--- src/rtl/divmod_pkg.sv ---
// Shared types for the sequential divider.
// Holds the FSM state encoding used by seq_divmod.
package divmod_pkg;

  typedef enum logic [1:0] {
    IDLE,
    CALC,
    DONE
  } divmod_state_t;

endpackage

--- src/rtl/divmod_step.sv ---
// One restoring-division step: shift {R,Q} left,
// trial-subtract D, keep the difference if no borrow.
module divmod_step #(
  parameter int N = 4
) (
  input  logic [N:0]   r_in,
  input  logic [N-1:0] q_in,
  input  logic [N-1:0] d,
  output logic [N:0]   r_out,
  output logic [N-1:0] q_out
);

  logic [N+1:0] sh;
  logic [N+1:0] d_ext;
  logic [N+1:0] diff;
  logic         ge;

  always_comb begin
    sh    = {r_in, q_in[N-1]};
    d_ext = (N+2)'(d);
    ge    = (sh >= d_ext);
    diff  = sh - d_ext;
    r_out = (N+1)'(ge ? diff : sh);
    q_out = {q_in[N-2:0], ge};
  end

endmodule

--- src/rtl/seq_divmod.sv ---
// Iterative unsigned divider, one restoring step per clock,
// with start/busy/done handshake and divide-by-zero flag.
module seq_divmod
  import divmod_pkg::*;
#(
  parameter int N = 4
) (
  input  logic         clk,
  input  logic         rst,
  input  logic         start,
  input  logic [N-1:0] dividend,
  input  logic [N-1:0] divisor,
  output logic         busy,
  output logic         done,
  output logic [N-1:0] quotient,
  output logic [N-1:0] remainder,
  output logic         error
);

  localparam int CNT_W = $clog2(N+1);

  divmod_state_t state, state_nx;

  logic [CNT_W-1:0] cnt;
  logic [N:0]       r_reg;
  logic [N-1:0]     q_reg;
  logic [N-1:0]     d_reg;
  logic             zwait;
  logic [N:0]       r_nx;
  logic [N-1:0]     q_nx;
  logic             last;

  divmod_step #(.N(N)) u_step (
    .r_in  (r_reg),
    .q_in  (q_reg),
    .d     (d_reg),
    .r_out (r_nx),
    .q_out (q_nx)
  );

  assign last = (cnt == CNT_W'(N-1));

  always_ff @(posedge clk) begin
    if (rst) state <= IDLE;
    else     state <= state_nx;
  end

  // A zero divisor spends one extra cycle in DONE
  // before the done pulse, with no CALC phase.
  always_comb begin
    state_nx = state;
    unique case (state)
      IDLE: if (start)
              state_nx = (divisor == '0) ? DONE : CALC;
      CALC: if (last) state_nx = DONE;
      DONE: if (!zwait) state_nx = IDLE;
      default: state_nx = IDLE;
    endcase
  end

  always_comb begin
    busy = (state == CALC);
    done = (state == DONE) && !zwait;
  end

  always_ff @(posedge clk) begin
    if (rst) begin
      cnt       <= '0;
      r_reg     <= '0;
      q_reg     <= '0;
      d_reg     <= '0;
      zwait     <= 1'b0;
      quotient  <= '0;
      remainder <= '0;
      error     <= 1'b0;
    end else begin
      unique case (state)
        IDLE: if (start) begin
          d_reg <= divisor;
          q_reg <= dividend;
          r_reg <= '0;
          cnt   <= '0;
          zwait <= (divisor == '0);
        end
        CALC: begin
          r_reg <= r_nx;
          q_reg <= q_nx;
          cnt   <= cnt + CNT_W'(1);
          if (last) begin
            quotient  <= q_nx;
            remainder <= N'(r_nx);
            error     <= 1'b0;
          end
        end
        DONE: if (zwait) begin
          zwait     <= 1'b0;
          quotient  <= '1;
          remainder <= q_reg;
          error     <= 1'b1;
        end
        default: ;
      endcase
    end
  end

endmodule

--- config.mk ---
export PLATFORM = sky130hd
export DESIGN_NAME = seq_divmod
export DESIGN_NICKNAME = d
export VERILOG_FILES = /design/src/rtl/divmod_pkg.sv /design/src/rtl/divmod_step.sv /design/src/rtl/seq_divmod.sv
export SDC_FILE = /design/constraint.sdc
export NUM_CORES = 1
export LEC_CHECK = 0
export BUFFER_PORTS_ARGS = -buffer_cell sky130_fd_sc_hd__buf_2
export CORE_ASPECT_RATIO = 0.6
export CORE_MARGIN = 2
export CORE_UTILIZATION = 59
export DETAILED_ROUTE_END_ITERATION = 7
export PLACE_DENSITY = 0.83
export SYNTH_ARGS = -nofsm -noshare
export SYNTH_HDL_FRONTEND = slang
export SYNTH_SLANG_ARGS = --single-unit
--- constraint.sdc ---
create_clock -name clk -period 3.9 [get_ports clk]
set_input_delay 0.585 -clock clk [delete_from_list [all_inputs] [get_ports clk]]
set_output_delay 0.585 -clock clk [all_outputs]
set_load 0.03 [all_outputs]
-- Word level (Yosys, flattened, before mapping)
Index checks and enable logic that the tools add are counted.
- $add $sub $neg: 2
- $mul: 0
- divide/modulo/power cells: 0
- magnitude comparators: 1
- eq/ne operators: 7
- shift operators: 0
- multiplexer cells: 23
- bitwise operators: 0
- reduce and logical (&&, ||, !) cells: 12
- operators by type and width (cell ; count):
    $pmux 4 s2 ; 3
    $mux 4 ; 5
    $mux 5 ; 2
    $pmux 5 s2 ; 1
    $mux 2 ; 4
    $ge 6x4->1 ; 1
    $ne 2x2->1 const B ; 3
    $pmux 2 s3 ; 1
    $pmux 3 s2 ; 1
    $reduce_and 2->1 ; 3
    $reduce_and 3->1 ; 2
    $reduce_bool 2->1 ; 3
    $sub 5x4->5 ; 1
    $logic_not 4->1 ; 1
    $pmux 1 s2 ; 2
    $add 3x1->3 const B ; 1
    $eq 3x2->1 const B ; 1
    $mux 1 ; 3
    $mux 3 ; 1
    $eq 2x1->1 const B ; 1
    $eq 2x2->1 const B ; 1
    $logic_not 2->1 ; 1
    $ne 2x1->1 const B ; 1
    $logic_and 1x1->1 ; 1
    $logic_not 1->1 ; 1
- bits in registers: 28
- latch bits: 0
- RAM bits: 0
- memory bits (read-only): 0
- input port bits: 11
- output and inout port bits: 11
- word-level logic and storage cells: 54
- memories: 0

-- Logic depth before layout (Yosys ltp)
Gate-level depths: netlist of the first run.
- depth after elaboration: 4
- gate-level depth with buffers: 9
- mapped depth without buffers: 9

-- Cells and area by module
From an unflattened synthesis of the first run, not the netlist that was laid out.
- cells, all modules: 144
- area total of the unflattened synthesis: 1432.6 um2
- modules (own cells, without submodules) (module ; instances ; cells an instance ; area each (um2) ; sequential area each (um2)):
    seq_divmod ; 1 ; 111 ; 1168.6 ; 560.5
    divmod_step ; 1 ; 33 ; 264.0 ; 0.0

-- Worst setup path after synthesis of the first run
Ideal clock, no wire load.
- path kind: register to register
- from: register r_reg[1]
- to: register remainder[0]
- setup time: 136 ps
- arrival time: 1633 ps
- required time: 3764 ps
- path slack: 2130 ps
- stages on the path, launching flop included: 7
- path buffers: 0
- clock period less this slack: 1770 ps
- cells stage by stage: dfxtp_1 ha_1 and4_4 nor3_1 nand2_1 o211ai_1 a311oi_1
- longest elaborated chain between the ends: 4
- ends and longest elaborated chain (item ; line ; RTL):
    start, declared ; seq_divmod.sv:25 ; logic [N:0] r_reg;
    start signal, assigned ; seq_divmod.sv:86 ; r_reg <= r_nx;
    $ge 6x4->1 ; divmod_step.sv:21 ; ge = (sh >= d_ext);
    $mux 5 ; divmod_step.sv:23 ; r_out = (N+1)'(ge ? diff : sh);
    $mux 4 ; seq_divmod.sv:89 ; if (last) begin
    $pmux 4 s2 ; seq_divmod.sv:77 ; unique case (state)
    end signal, assigned ; seq_divmod.sv:91 ; remainder <= N'(r_nx);
    end signal, assigned ; seq_divmod.sv:98 ; remainder <= q_reg;
    end, declared ; seq_divmod.sv:16 ; output logic [N-1:0] remainder,
Every way passes these cells. The select of a mux whose other input is x is not followed.
A chain may end at the register's enable or synchronous reset.

-- Worst setup path in the final report of the first run
- from: register r_reg[1]
- to: register remainder[2]
- longest elaborated chain between the ends: 4
- elaborated cells between the ends (all ways): 5
- those cells by class: 1 x add/sub; 1 x order compare; 3 x mux
- ends and longest elaborated chain (item ; line):
    $sub 5x4->5 or $ge 6x4->1 (tied branches) ; divmod_step.sv:22, divmod_step.sv:21
    $mux 5 (*) ; divmod_step.sv:23
    $mux 4 (*) ; seq_divmod.sv:89
    $pmux 4 s2 (*) ; seq_divmod.sv:77
Every way passes the cells marked *; elsewhere a longest branch is shown, timed or not. The select of a mux whose other input is x is not followed.

==> flow_summary_export.csv, run 1 <==
group,metric,value,unit
place,io_buffers,21,
cts,clk_latency,0.27,ns
cts,post_cts_buffers,0,
cts,postCtsHoldBufs,0,
synth,synth_nets,196,
cts,cts_buffers,3,
worst_setup_path,rrSetupSlack,1.59,ns
floorplanning,die_w,67,µm
route,met2_length,1350,µm
timing,period_minus_slack,2.31,ns
route,drtPass1Iterations,4,
floorplanning,pin_count,22,
place,placedInstanceArea,0.00151,mm²
worst_setup_path,crit_arrival,2.46,ns
synth,yosysSeqAreaShare,0.399,
timing,worst_slew_margin_rel,0.597,
route,routed_wl,3190,µm
cts,ctsResizeCount,0,
cts,cts_tree,"done",
floorplanning,core.rowCount,13,
worst_setup_path,critPathCaptureType,"flop",
worst_setup_path,slowest_stage,"nor3_1",
cells_and_area,syn_to_final_growth,11.6,%
power,peakVddDrop,0.271,mV
global_route,antenna_found_initial,0,
synth,synth_area_leaders,"dfxtp_1 (40%), nor2_1 (9.3%), ha_1 (5.3%), nand2_1 (5.1%), a21oi_1 (5.0%)",
timing,period_share,0.593,
worst_setup_path,max_stage_delay,0.47,ns
timing,finClkSkew,0.00776,ns
cells_and_area,n_antenna_cell,0,
synth,synth_area,0.00141,mm²
timing,final_max_slew_viol_count,0,
cts,ctsHtreeMaxLevel,1,
cts,cts-root-buf,"clkbuf_8",
synth,yosys_register_bits,28,
cts,clkSlewWorstSetupHoldPaths,0.09,ns
cells_and_area,stdcell_count,224,
cts,clockBufferDepth,2,
timing,hold_ws,0.471,ns
route,drc,0,
synth,synth_top_area_frac,0.399,
power,p_per_area,439,mW/mm²
cells_and_area,postLayoutCellArea,0.00157,mm²
synth,synth_top_area_cell,"dfxtp_1",
cells_and_area,largest_reg_flops,5,
worst_setup_path,ff2ff_path_depth,6,
cells_and_area,nets,213,
min_path,hold_class,"flop to flop",
timing,timing.final.ws_setup,1.59,ns
worst_setup_path,critPathCapture,"remainder[2]",
cells_and_area,drive_gt1_frac,0.144,
worst_setup_path,worst_setup_path_start_kind,"flop",
cts,cts_num_sinks,28,
worst_setup_path,timing.rr.start,"r_reg[1]",
worst_setup_path,crit_family,"simple AND/OR/NAND/NOR gates",
floorplanning,fp.dieArea,0.00280,mm²
route,num_vias,1326,
timing,final-setup-viol-count,0,
route,first_iter_violations,127,
flow_run,cap_violations,0,
synth,synth.distinct_cells,36,
route,top_layer,"met4",
timing,fmax,432,MHz
outcome,status,"finished clean",
timing,fin_setup_tns,0,ns
worst_setup_path,worstPathCellList,"ha_1 -> and4_4 -> nor3_1 -> nand2_1 -> o211ai_1 -> a311oi_1",
floorplanning,initial_utilization,0.635,
place,place_hpwl,2450,µm
place,routabilityCongestion,0.845,
power,p_leak,0.647,nW
worst_setup_path,path_depth,6,
route,ant_nets,0,
worst_setup_path,crit_start,"r_reg[1]",
synth,syn_inst,178,
worst_setup_path,path_class,"flop to flop",
global_route,grt_overflow,0,
timing,hold_viol,0,
floorplanning,die_h,41.8,µm
place,dp.cells,220,
timing,rsz0062_at_grt,"false",
route,drt-met1-wl,1480,µm
route,vias_per_cell,5.92,
worst_setup_path,worstPathRequired,4.05,ns
route,routed-wl-met3,281,µm
worst_setup_path,worst-path-buf-inv,0,
worst_setup_path,reg2reg_to,"remainder[2]",
synth,yosysWarnings,0,
floorplanning,core,0.00221,mm²
timing,worst_pin_slew,0.600,ns
global_route,grtUsageTotal,0.249,
global_route,grt_pass1_wl,5330,µm
route,wl_per_cell,14.2,µm
worst_setup_path,worstPathMaxFanout,7,
global_route,grt_pass1_vias,1166,
global_route,grt_max_degree,31,
place,preCtsSetupSlack,1.69,ns
synth,syn_avg_cell_area,7.89,µm²
==> final cells by class <==
class                      instances  area, µm²
clock buffer                       4       55.1
fill                             175        644
inverter                           7       26.3
multi-input combinational        134        783
sequential                        28        561
tap                               30       37.5
timing repair buffer              21        105
==> metal layers <==
layer	GRT usage	vias to the layer above
li1	-	651
met1	0.357	599
met2	0.366	62
met3	0.0596	14
met4	0.0857	0
met5	0	-
==> layout by cell type (no fill, tap or decap) <==
| cell | count |
|---|---|
| nor3_1 | 7 |
| nor2_1 | 35 |
| nor4_1 | 2 |
| and2_1 | 1 |
| nand3_1 | 3 |
| a21boi_0 | 1 |
| a32oi_1 | 4 |
| inv_1 | 7 |
| a211oi_1 | 2 |
| o31ai_1 | 1 |
| nand2_1 | 19 |
| o211ai_1 | 4 |
| o21bai_1 | 1 |
| mux2i_1 | 2 |
| o32ai_1 | 1 |
| nor2b_1 | 5 |
| o21ai_1 | 2 |
| or3_4 | 1 |
| a311oi_1 | 5 |
| or2_2 | 1 |
| ha_1 | 6 |
| buf_2 | 21 |
| a21oi_1 | 14 |
| nand3b_1 | 2 |
| and3_1 | 1 |
| a22oi_1 | 1 |
| and4_4 | 1 |
| xor2_1 | 1 |
| dfxtp_1 | 28 |
| o21ai_0 | 4 |
| nand2b_1 | 3 |
| clkbuf_8 | 4 |
| xnor2_1 | 2 |
| fa_1 | 1 |
| nor3b_1 | 1 |
==> worst min-delay path: stages (launching register included) <==
cell and delay [ns]:
dfxtp_1 0.32, nand2_1 0.05, a21oi_1 0.05
==> cells by family after synthesis <==
family                   Yosys count  share of synthesized area
AO/OA/AOI/OAI                     40                      0.187
multiplexers                       2                     0.0142
flip-flops                        28                      0.399
XOR/XNOR                           3                     0.0187
AND/OR/NAND/NOR                   82                      0.270
buffers and inverters             16                     0.0436
adder cells (fa/ha/maj)            7                     0.0677
==> power breakdown <==
group | switching, W | internal [W] | leakage (nW)
combinational | 0.000117 | 0.0000732 | 0.390
clock | 0.0000836 | 0.0000904 | 0.0288
sequential | 0.0000210 | 0.000303 | 0.228
total | 0.000222 | 0.000467 | 0.647
==> synthesized netlist by cell type <==
library cell	number
a211oi_1	2
a21boi_0	1
a21oi_1	14
a22oi_1	1
a311oi_1	5
a32oi_1	4
and2_1	1
and3_1	1
and4_4	1
buf_1	1
buf_2	1
clkbuf_1	7
dfxtp_1	28
fa_1	1
ha_1	6
inv_1	7
mux2i_1	2
nand2_1	19
nand2b_1	3
nand3_1	3
nand3b_1	2
nor2_1	35
nor2b_1	5
nor3_1	7
nor3b_1	1
nor4_1	2
o211ai_1	4
o21ai_0	4
o21ai_1	2
o21bai_1	1
o31ai_1	1
o32ai_1	1
or2_2	1
or3_4	1
xnor2_1	2
xor2_1	1
==> metrics by stage <==
step | util | total power (W)
after global placement | 0.684 | 0.000506
after floorplan | - | 0.000469
after CTS | 0.709 | 0.000686
after detailed placement | 0.684 | 0.000515
after global routing | 0.709 | 0.000728
final | 0.709 | 0.000689
==> worst min-delay path by stage <==
stage / slack [ns] / cells after the start / end / startpoint
6_report: 0.47 / 2 / error / error
5_1_grt: 0.50 / 2 / error / error
4_1_cts: 0.47 / 2 / error / error
3_5_place_dp: 0.46 / 2 / error / error
3_3_place_gp: 0.46 / 2 / error / error
2_1_floorplan: 0.44 / 1 / cnt[0] / cnt[0]
No activity file was read; power rests on OpenSTA's default activity.
==> run 2: changes to the inputs <==
--- a/config.mk
+++ b/config.mk
@@ -8,9 +8,9 @@
 export BUFFER_PORTS_ARGS = -buffer_cell sky130_fd_sc_hd__buf_2
 export CORE_ASPECT_RATIO = 0.6
 export CORE_MARGIN = 2
-export CORE_UTILIZATION = 59
+export CORE_UTILIZATION = 55
 export DETAILED_ROUTE_END_ITERATION = 7
-export PLACE_DENSITY = 0.83
+export PLACE_DENSITY = 0.78
 export SYNTH_ARGS = -nofsm -noshare
 export SYNTH_HDL_FRONTEND = slang
 export SYNTH_SLANG_ARGS = --single-unit
==> constraint.sdc (replaced) <==
create_clock -name clk -period 2.3 [get_ports clk]
set_input_delay 0.345 -clock clk [delete_from_list [all_inputs] [get_ports clk]]
set_output_delay 0.345 -clock clk [all_outputs]
set_load 0.03 [all_outputs]
==> run 2 against run 1 <==
Against the previous run: clock power rose by 53%; first-iteration DRC count is 33% higher; critical path type unchanged; sequential power rose by 70%; final cell count increased by 1.8%; maximum frequency is 9.6% higher; worst hold slack worse by 0.15 ns.
==> flow_summary_export.csv, run 2 (synthesis results as in run 1) <==
group,metric,value,unit
power,p_int,0.000761,W
route,vias_per_cell,5.78,
cts,cts-root-buf,"clkbuf_8",
route,ant_nets,0,
floorplanning,pin_count,22,
cells_and_area,fillers,205,
power,p_leak,0.657,nW
timing,worst_pin_slew,0.517,ns
cts,cts_tree,"done",
timing,fin_setup_tns,0,ns
flow_run,cap_violations,0,
worst_setup_path,path_class,"flop to flop",
cells_and_area,drive_gt1_frac,0.158,
place,io_buffers,21,
global_route,grt_overflow,0,
timing,final_max_slew_viol_count,0,
power,share_seq_of_total_power,0.482,
place,routabilityCongestion,0.942,
route,first_iter_violations,169,
timing,finClkSkew,0.00408,ns
power,switching_power,0.000382,W
global_route,grtUsageTotal,0.242,
worst_setup_path,worstPathMaxFanout,7,
worst_setup_path,worstPathRequired,2.45,ns
floorplanning,die_w,69.3,µm
floorplanning,initial_utilization,0.569,
route,drc,0,
route,num_vias,1317,
outcome,status,"finished clean",
cells_and_area,syn_to_final_growth,12.7,%
power,clock_power_share,0.232,
cts,clk_latency,0.28,ns
place,place_hpwl,2490,µm
cells_and_area,final_common_cell,"nor2_1",
worst_setup_path,crit_arrival,2.26,ns
place,dp.cells,225,
timing,period_minus_slack,2.11,ns
power,swShare,0.334,
cells_and_area,nets,216,
global_route,grt_max_degree,31,
global_route,antenna_found_initial,0,
cts,cts_buffers,3,
floorplanning,core,0.00247,mm²
cts,ctsHtreeMaxLevel,1,
timing,worst_slew_margin_rel,0.655,
cts,clockBufferDepth,2,
cells_and_area,n_antenna_cell,0,
cells_and_area,stdcell_count,228,
floorplanning,core.rowCount,14,
route,wl_per_cell,14.6,µm
route,routed_wl,3340,µm
timing,hold_viol,0,
power,peakVddDrop,0.328,mV
global_route,grt_pass1_vias,1196,
min_path,hold_class,"input pin to flop",
cts,cts_num_sinks,28,
route,drtPass1Iterations,4,
cells_and_area,largest_reg_flops,5,
cells_and_area,layout_common_cells,"nor2_1 (35), dfxtp_1 (28), buf_2 (21), nand2_1 (19), a21oi_1 (14)",
worst_setup_path,critPathCaptureType,"flop",
timing,final-setup-viol-count,0,
floorplanning,die_h,43.2,µm
floorplanning,fp.dieArea,0.00299,mm²
global_route,grt_pass1_wl,5630,µm
timing,period_share,0.918,
cts,clkSlewWorstSetupHoldPaths,0.09,ns
power,p_per_area,722,mW/mm²
cells_and_area,post-route-util,0.641,
timing,rsz0062_at_grt,"false",
worst_setup_path,worst_setup_path_start_kind,"flop",
power,comb_power_share,0.286,
timing,fmax,474,MHz
timing,hold_ws,0.318,ns
-- run 2: cell count changes in the layout (fill, tap and decap cells not counted), sizes merged --
cell,previous run,this run
buf,21,24
clkbuf,4,3
-- run 2: final cells by class --
cell class,count,area [µm²],area share
multi-input cells,134,788,0.498
flip-flops and latches,28,561,0.354
repair buffers,24,128,0.0806
clock buffers,3,41.3,0.0261
well taps,32,40.0,0.0253
inverters,7,26.3,0.0166
-- run 2: worst paths after layout --
kind / startpoint / end / slack [ns] / depth (start not counted)
worst max register to register: q_reg[3] / r_reg[3] / 0.19 / 9
worst min-delay path: divisor[1] / d_reg[1] / 0.32 / 3
worst max-delay path: q_reg[3] / r_reg[3] / 0.19 / 9
worst min register to register: remainder[3] / remainder[3] / 0.48 / 2
-- run 2: critical path: stages (launching register included) --
cell and delay, ns:
dfxtp_1 0.36, inv_1 0.07, ha_1 0.15, inv_1 0.05, fa_1 0.41, nand3_1 0.11
and2_1 0.23, nand2_1 0.21, mux2i_1 0.28, o31ai_1 0.09
-- run 2: power groups by stage --
| stage | Clock [W] | Combinational [W] | Sequential [W] |
|---|---|---|---|
| global route | 0.000288 | 0.000364 | 0.000556 |
| finish | 0.000266 | 0.000327 | 0.000551 |
| CTS | 0.000267 | 0.000315 | 0.000549 |
| floorplan | 0 | 0.000250 | 0.000546 |
| global placement | 0 | 0.000301 | 0.000559 |
| detailed placement | 0 | 0.000313 | 0.000560 |
-- run 2: stage by stage --
step / worst slack, ns / power (W) / instance area, µm²
2_1_floorplan: 0.530 / 0.000796 / 1410
3_3_place_gp: 0.363 / 0.000860 / 1540
3_5_place_dp: 0.192 / 0.000873 / 1540
4_1_cts: 0.174 / 0.00113 / 1580
5_1_grt: 0.0544 / 0.00121 / 1580
6_report: 0.189 / 0.00114 / 1580
-- run 2: per-layer routing --
metal	up-vias	track usage	wire length (µm)	share of wire
met2	65	0.392	1510	0.45
met5	-	0	0	0
li1	655	-	-	-
met4	0	0.0471	46	0.014
met1	589	0.326	1480	0.44
met3	8	0.0713	301	0.090
-- run 2: what timing repair did --
| action | 4_1_cts | 5_1_grt |
|---|---|---|
| resized for setup | 0 | 1 |
| setup buffers | 0 | 0 |
| hold buffers | 0 | 0 |
| endpoints found under the setup margin | 0 | 4 |
==> run 3: changes to the inputs <==
--- a/config.mk
+++ b/config.mk
@@ -6,9 +6,9 @@
 export NUM_CORES = 1
 export LEC_CHECK = 0
 export BUFFER_PORTS_ARGS = -buffer_cell sky130_fd_sc_hd__buf_2
-export CORE_ASPECT_RATIO = 0.6
 export CORE_MARGIN = 2
 export CORE_UTILIZATION = 55
+export CTS_CLUSTER_SIZE = 14
 export DETAILED_ROUTE_END_ITERATION = 7
 export PLACE_DENSITY = 0.78
 export SYNTH_ARGS = -nofsm -noshare
==> run 3 against run 2 <==
Against the previous run: final area is 1.3% lower; clock skew grew 0.0032 ns; setup slack got worse by 0.011 ns; maximum frequency decreased by 0.52%; utilization is 0.42 points lower; sequential power barely moved; sequential share of layout area up 0.45 points; largest cell class unchanged.
==> flow_summary_export.csv, run 3 (synthesis results as in run 1) <==
group,metric,value,unit
place,preCtsSetupSlack,0.238,ns
timing,worst_pin_slew,0.520,ns
floorplanning,pin_count,22,
cts,cts_buffers,3,
cts,cts_tree,"done",
cells_and_area,drive_gt1_frac,0.153,
floorplanning,die_h,54.5,µm
cts,clk_latency,0.33,ns
cts,ctsResizeCount,0,
cts,cts-root-buf,"clkbuf_4",
cts,clkSlewWorstSetupHoldPaths,0.15,ns
floorplanning,fp.dieArea,0.00298,mm²
global_route,gr-usage-met3,0.0355,
cells_and_area,nets,215,
cts,postCtsHoldBufs,0,
global_route,antenna_found_initial,0,
cells_and_area,stdcell_count,226,
route,drc,0,
global_route,grt_pass1_vias,1203,
worst_setup_path,path_class,"flop to flop",
flow_run,cap_violations,0,
timing,period_minus_slack,2.12,ns
route,vias_per_cell,5.67,
floorplanning,die_w,54.5,µm
worst_setup_path,worstPathMaxFanout,7,
timing,period_share,0.923,
route,routed_wl,3030,µm
cells_and_area,syn_to_final_growth,11.3,%
cells_and_area,final_common_cell,"nor2_1",
floorplanning,core,0.00245,mm²
worst_setup_path,slowest_stage,"dfxtp_1",
global_route,met2_usage,0.416,
timing,hold_viol,0,
cts,clockBufferDepth,2,
cells_and_area,fillers,244,
global_route,grt_pass1_wl,4970,µm
power,p_leak,0.650,nW
worst_setup_path,worstPathRequired,2.51,ns
cells_and_area,layout_common_cells,"nor2_1 (35), dfxtp_1 (28), buf_2 (21), nand2_1 (19), a21oi_1 (14)",
timing,finClkSkew,0.00725,ns
place,place_hpwl,2350,µm
cells_and_area,seq_area,561,µm²
route,first_iter_violations,19,
global_route,grtUsageTotal,0.233,
timing,rsz0062_at_grt,"false",
outcome,status,"finished clean",
power,peakVddDrop,0.399,mV
route,ant_nets,0,
cts,cts_num_sinks,28,
global_route,grt_max_degree,31,
worst_setup_path,worst_setup_path_start_kind,"flop",
worst_setup_path,crit_arrival,2.33,ns
cts,post_cts_buffers,0,
place,dp.cells,222,
worst_setup_path,max_stage_delay,0.45,ns
floorplanning,core.rowCount,18,
cells_and_area,multi_input_area,783,µm²
timing,fin_setup_tns,0,ns
place,io_buffers,21,
global_route,grt-busiest-layer,"met2",
route,drtPass1Iterations,4,
timing,worst_slew_margin_rel,0.651,
power,p_per_area,706,mW/mm²
cts,ctsHtreeMaxLevel,1,
timing,final_max_slew_viol_count,0,
worst_setup_path,worstPathCellList,"ha_1 -> and4_4 -> nor3_1 -> nand2_1 -> o211ai_1 -> a311oi_1",
place,placedInstanceArea,0.00153,mm²
cells_and_area,largest_reg_flops,5,
global_route,grt_overflow,0,
timing,timing.final.ws_setup,0.178,ns
timing,final-setup-viol-count,0,
floorplanning,initial_utilization,0.572,
place,routabilityCongestion,0.921,
global_route,grtUsageMet1,0.272,
min_path,hold_class,"input pin to flop",
worst_setup_path,critPathCaptureType,"flop",
route,wl_per_cell,13.4,µm
route,num_vias,1282,
cells_and_area,postLayoutCellArea,0.00156,mm²
timing,fmax,471,MHz
cells_and_area,n_antenna_cell,0,
==> run 3: routing by layer <==
metal	part of all wire	vias up
met3	0.043	9
met1	0.46	583
met5	0	-
met4	0.019	0
met2	0.48	37
li1	-	653
==> run 3: cell type report <==
class,count,area share
Inverter,7,0.0168
Timing Repair Buffer,23,0.0768
Tap cell,30,0.0240
Clock buffer,4,0.0232
Multi-Input combinational cell,134,0.501
Sequential cell,28,0.358
==> run 3: stage by stage <==
step | hold WS [ns] | total power (W) | utilization
after detailed placement | 0.461 | 0.000869 | 0.622
after global placement | 0.452 | 0.000853 | 0.622
final | 0.258 | 0.00110 | 0.637
after global routing | 0.260 | 0.00117 | 0.637
after floorplan | 0.444 | 0.000796 | -
after CTS | 0.249 | 0.00111 | 0.637
==> run 3: report_power, final <==
group          internal, W  switching [W]
Sequential        0.000515      0.0000351
Combinational     0.000128       0.000184
Clock            0.0000970       0.000145
Total             0.000740       0.000365
==> run 3: final timing paths <==
kind / start / to / slack, ns / cells after the start
worst min-delay path: dividend[1] / q_reg[1] / 0.26 / 3
worst max-delay path: r_reg[2] / remainder[2] / 0.18 / 6
worst min register to register: error / error / 0.48 / 2
worst max register to register: r_reg[2] / remainder[2] / 0.18 / 6
==> run 3: worst max-delay path, delay by kind of cell (launching register included) <==
family,cells,cell delay [ns]
simple gates,3,0.91
compound gates,2,0.34
flops,1,0.45
fa+ha+maj,1,0.31
